$ cat src/rtl/output_writer.sv
// output_writer: gathers a stream of DATA_WIDTH elements into DATA_LENGTH-wide
// SRAM lines and writes i_addr_offset consecutive lines starting at i_addr.
// The write strobe, address, data, busy and done outputs are registered and
// produced by the WRITE / DONE states, so they appear one cycle after the
// state is entered. Ready is decoded directly from the state.
module output_writer #(
    parameter int ADDR_WIDTH  = 8,
    parameter int DATA_WIDTH  = 8,
    parameter int DATA_LENGTH = 8
) (
    input  logic                                   i_clk,
    input  logic                                   i_nrst,
    input  logic                                   i_reg_clear,
    input  logic                                   i_start,
    input  logic [ADDR_WIDTH-1:0]                  i_addr,
    input  logic [ADDR_WIDTH-1:0]                  i_addr_offset,
    input  logic                                   i_data_valid,
    input  logic [DATA_WIDTH-1:0]                  i_data,
    output logic                                   o_data_ready,
    output logic                                   o_sram_write_en,
    output logic [ADDR_WIDTH-1:0]                  o_write_addr,
    output logic [DATA_LENGTH-1:0][DATA_WIDTH-1:0] o_write_data,
    output logic                                   o_busy,
    output logic                                   o_done
);

    localparam int LANE_W = $clog2(DATA_LENGTH);

    typedef enum logic [1:0] {IDLE, COLLECT, WRITE, DONE} state_t;

    state_t                                state, state_nxt;
    logic [LANE_W-1:0]                     lane_cnt;
    logic [ADDR_WIDTH-1:0]                 line_cnt;
    logic [ADDR_WIDTH-1:0]                 base;
    logic [ADDR_WIDTH-1:0]                 count;
    logic [DATA_LENGTH-1:0][DATA_WIDTH-1:0] line_buf;
    logic                                  accept;
    logic                                  last_lane;
    logic                                  last_line;

    assign o_data_ready = (state == COLLECT);
    assign accept       = (state == COLLECT) && i_data_valid;
    assign last_lane    = (lane_cnt == LANE_W'(DATA_LENGTH - 1));
    // count never exceeds 2^ADDR_WIDTH-1, so line_cnt+1 cannot wrap before matching
    assign last_line    = ((line_cnt + ADDR_WIDTH'(1)) == count);

    // State register; clear has priority over normal sequencing
    always_ff @(posedge i_clk or negedge i_nrst) begin
        if (!i_nrst)          state <= IDLE;
        else if (i_reg_clear) state <= IDLE;
        else                  state <= state_nxt;
    end

    // Next-state decode
    always_comb begin
        state_nxt = state;
        case (state)
            IDLE:    if (i_start) state_nxt = (i_addr_offset != '0) ? COLLECT : DONE;
            COLLECT: if (accept && last_lane) state_nxt = WRITE;
            WRITE:   state_nxt = last_line ? DONE : COLLECT;
            DONE:    state_nxt = IDLE;
            default: state_nxt = IDLE;
        endcase
    end

    // Job registers, line buffer and registered outputs
    always_ff @(posedge i_clk or negedge i_nrst) begin
        if (!i_nrst) begin
            lane_cnt        <= '0;
            line_cnt        <= '0;
            base            <= '0;
            count           <= '0;
            line_buf        <= '0;
            o_sram_write_en <= 1'b0;
            o_write_addr    <= '0;
            o_write_data    <= '0;
            o_busy          <= 1'b0;
            o_done          <= 1'b0;
        end else if (i_reg_clear) begin
            lane_cnt        <= '0;
            line_cnt        <= '0;
            base            <= '0;
            count           <= '0;
            line_buf        <= '0;
            o_sram_write_en <= 1'b0;
            o_write_addr    <= '0;
            o_write_data    <= '0;
            o_busy          <= 1'b0;
            o_done          <= 1'b0;
        end else begin
            o_sram_write_en <= 1'b0;
            o_write_addr    <= '0;
            o_write_data    <= '0;
            o_busy          <= (state != IDLE);
            o_done          <= (state == DONE);
            case (state)
                IDLE: begin
                    if (i_start && (i_addr_offset != '0)) begin
                        base     <= i_addr;
                        count    <= i_addr_offset;
                        lane_cnt <= '0;
                        line_cnt <= '0;
                    end
                end
                COLLECT: begin
                    if (accept) begin
                        line_buf[lane_cnt] <= i_data;
                        lane_cnt           <= lane_cnt + LANE_W'(1);
                    end
                end
                WRITE: begin
                    o_sram_write_en <= 1'b1;
                    o_write_addr    <= base + line_cnt;
                    o_write_data    <= line_buf;
                    line_cnt        <= line_cnt + ADDR_WIDTH'(1);
                end
                default: ;
            endcase
        end
    end

endmodule
$ cat config.mk
export PLATFORM = sky130hd
export DESIGN_NAME = output_writer
export DESIGN_NICKNAME = d
export VERILOG_FILES = /design/src/rtl/output_writer.sv
export SDC_FILE = /design/constraint.sdc
export NUM_CORES = 1
export LEC_CHECK = 0
export ABC_AREA = 1
export CAP_MARGIN = 25
export CELL_PAD_IN_SITES_DETAIL_PLACEMENT = 0
export CELL_PAD_IN_SITES_GLOBAL_PLACEMENT = 1
export CORE_ASPECT_RATIO = 0.7
export CORE_MARGIN = 10
export CORE_UTILIZATION = 45
export DETAILED_ROUTE_END_ITERATION = 12
export HOLD_SLACK_MARGIN = 0.06
export PLACE_DENSITY_LB_ADDON = 0.05
export REMOVE_ABC_BUFFERS = 1
export SLEW_MARGIN = 20
export SYNTH_ARGS = -nofsm -noshare
export SYNTH_HDL_FRONTEND = slang
export SYNTH_SLANG_ARGS = --single-unit
$ cat constraint.sdc
create_clock -name i_clk -period 3.9 [get_ports i_clk]
set_input_delay 0.78 -clock i_clk [delete_from_list [all_inputs] [get_ports i_clk]]
set_output_delay 0.78 -clock i_clk [all_outputs]
set_load 0.02 [all_outputs]
==> metrics.md <==
| Metric | Value |
|---|---|
| Largest net degree at the start of global routing | `89` |
| Die H | `121.6 µm` |
| CP max stage delay | `0.61 ns` |
| Area grow syn2layout | `27.88%` |
| Vias in the first global route | `4668` |
| Residual DRC count | `0` |
| CP max-delay cell | `clkdlybuf4s50_1` |
| Total GRT Usage | `0.1642` |
| Max transition margin | `0.4599` |
| Site row count | `37` |
| Via density | `4.936` |
| Setup violators final | `0` |
| Worst Path Max Fanout | `5` |
| CP startpoint kind | `register` |
| Final hold vios | `0` |
| FMAX | `412.8 MHz` |
| Final Cycle Share | `0.6212` |
| LEAKAGE | `3.812 nW` |
| Final WL | `15990 µm` |
| Setup TNS | `0 ns` |
| Pwr per Cell Area | `476.0 nW/µm²` |
| Die area | `20080 µm²` |
| Clock buffer depth | `2` |
| Wirelength per Cell | `16.67 µm` |
| Vias after detailed routing | `4734` |
| Synth area leader | `dfrtp_1` |
| Chip width | `165.1 µm` |
| Clock slew at reported path FFs | `0.07 ns` |
| Cell Area, Synth | `6634 µm²` |
| Setup slack, reg-to-reg | `1.91 ns` |
| # IOs | `105` |
| PnR worst setup slack | `1.477 ns` |
| Crit Path Class | `reg -> out` |
| First-pass GRT wire length | `25590 µm` |
| Slew Viols, Final | `0` |
| Syn Inst Count | `641` |
| Max VDD drop | `296.2 µV` |
| DP Area | `7879 µm²` |
| Skew final | `0.01277 ns` |
| Final Cell Area | `8483 µm²` |
| Synthesis warning total | `0` |
| Status | `finished, final reports clean` |
| Cts bufs inserted | `17` |
| Initial antenna violation count | `0` |
| RSZ-0062 raised after global routing | `no` |
| Nets | `791` |
| Syn_area_per_cell | `10.35 µm²` |
| Worst reg2reg startpoint | `state[0]` |
| DRT Pass-1 Iters | `4` |
| Synth area leaders | `dfrtp_1 (63%), o22ai_1 (6.0%), inv_1 (5.4%)` |
| Crit path from | `state[0]` |
| CP Cell Sequence | `inv_2, nor2_4, clkdlybuf4s50_1` |
| Worst path arrival time | `1.64 ns` |
| Fill count | `1238` |
| Worst min-delay path class | `in -> async` |
| Fin util | `0.5817` |
| CP required | `3.12 ns` |
| Critical path's top delay family | `buffers and inverters` |
| CP Buf/Inv Count | `2` |
| Area share of the largest cell type after synthesis | `0.6337` |
| CTS tree | `built` |
| Initial core utilization | `0.4549` |
| CTS Hold Buffers Added | `0` |
| Netlist cell types | `30` |
| Share of layout cells above drive strength 1 | `0.08246` |
| Seq cells post-synth | `168` |
| N_diodes | `0` |
| Worst-skew pair later-pin latency | `0.42 ns` |
| IO buf count | `104` |
| CP endpoint kind | `primary output` |
| CTS Sinks | `168` |
| Final HPWL DP | `11250 µm` |
| RD Place Congestion | `0.8349` |
| Post-DRT Antenna Nets | `0` |
| Core area | `14580 µm²` |
| Number of setup buffers added after CTS | `0` |
| Htree depth | `4` |
| Max-cap viol count | `0` |
| Violation count after the first detailed-route iteration | `357` |
| Sequential share of the synthesized area | `0.6337` |
| Post-CTS Resized | `0` |
| DP Worst Slack | `1.119 ns` |
| Root Driver | `clkbuf_16` |
| Gr ovfl total | `0` |
| Fin crit period | `2.423 ns` |
| Worst slew pin tran | `0.8102 ns` |
==> sequential cells by signal (all words and copies together) (netlist names) <==
signal / flops
lane_cnt: 3
o_done: 1
o_write_data: 64
o_write_addr: 8
base: 8
count: 8
line_cnt: 8
state: 2
line_buf: 64
o_sram_write_en: 1
o_busy: 1
==> per-layer routing <==
| layer | global-route usage | vias to the layer above | wire length, µm |
|---|---|---|---|
| met1 | 0.2512 | 2258 | 8107 |
| li1 | - | 2324 | - |
| met4 | 0.03974 | 0 | 61 |
| met3 | 0.05662 | 8 | 1353 |
| met2 | 0.2154 | 144 | 6468 |
| met5 | 0 | - | 0 |
==> report_power, final <==
group / leakage [nW] / internal [mW] / total [mW] / switching, mW
Combinational: 1.19 / 0.152 / 0.472 / 0.320
Clock: 0.297 / 0.920 / 1.70 / 0.778
Sequential: 2.33 / 1.81 / 1.87 / 0.0572
Total: 3.81 / 2.88 / 4.04 / 1.15
==> synthesized netlist by cell type <==
master	n
dfrtp_1	168
nand4_1	3
clkbuf_1	9
nand3_1	40
nand2_1	77
ha_1	10
nor2_4	1
o22ai_1	64
and2_1	1
o211ai_2	1
nand2_4	8
clkinv_1	1
and2_2	1
xnor2_1	1
buf_2	8
buf_12	1
o21bai_1	1
fa_1	1
o31a_1	1
nor2_1	90
nand4_4	8
clkbuf_2	1
nor3_1	1
o21ai_0	30
o21ai_2	1
a21oi_1	13
inv_2	2
o21ai_1	1
buf_4	2
inv_1	95
==> worst paths after layout <==
kind,to,depth (start not counted)
min in group i_clk,o_write_data[51],2
max in group asynchronous,line_buf[52],2
hold / removal,o_write_addr[7],1
hold reg to reg,o_write_data[51],2
setup reg to reg,o_write_data[53],7
setup / recovery,o_data_ready,3
==> cells in the final DEF, fill, tap and decap left out, types with 8 or more instances in the layout <==
master / Yosys / final
clkbuf_16: 0 / 17
inv_1: 95 / 95
o21ai_0: 30 / 30
nand2_1: 77 / 77
nand4_4: 8 / 8
dfrtp_1: 168 / 168
nand2_4: 8 / 8
clkdlybuf4s50_1: 0 / 103
ha_1: 10 / 10
o22ai_1: 64 / 64
nand3_1: 40 / 40
a21oi_1: 13 / 13
nor2_1: 90 / 90
==> final cells by class <==
type	count	area [µm²]	area share
Sequential cell	168	4204	0.4956
Clock buffer	17	425.4	0.05015
Multi-Input combinational cell	354	1948	0.2296
Inverter	98	367.9	0.04336
Timing Repair Buffer	112	1115	0.1314
Clock inverter	15	178.9	0.02109
Tap cell	195	244.0	0.02876
==> through the flow <==
step           hold WS, ns  instances  total power [mW]
3_3_place_gp        0.4714        927             2.368
3_5_place_dp        0.4756        927             2.375
6_report            0.4067        959             4.038
4_1_cts             0.4366        959             4.076
2_1_floorplan       0.4606        620             2.169
5_1_grt             0.4414        959             4.222
==> logic make-up after synthesis <==
kind of cell | after synthesis | synth area share
simple gates | 230 | 0.1713
buf+inv | 119 | 0.07261
xor+xnor | 1 | 0.001320
fa+ha+maj | 11 | 0.02188
flops | 168 | 0.6337
compound gates | 112 | 0.09921
==> worst reg2reg max path: cells and delay by family, from the launching register on <==
family,cells,cell delay (ns)
DFF,1,0.43
buffers and inverters,4,1.13
and+or+nand+nor,3,0.30
Power figures use the tool's default switching activity.
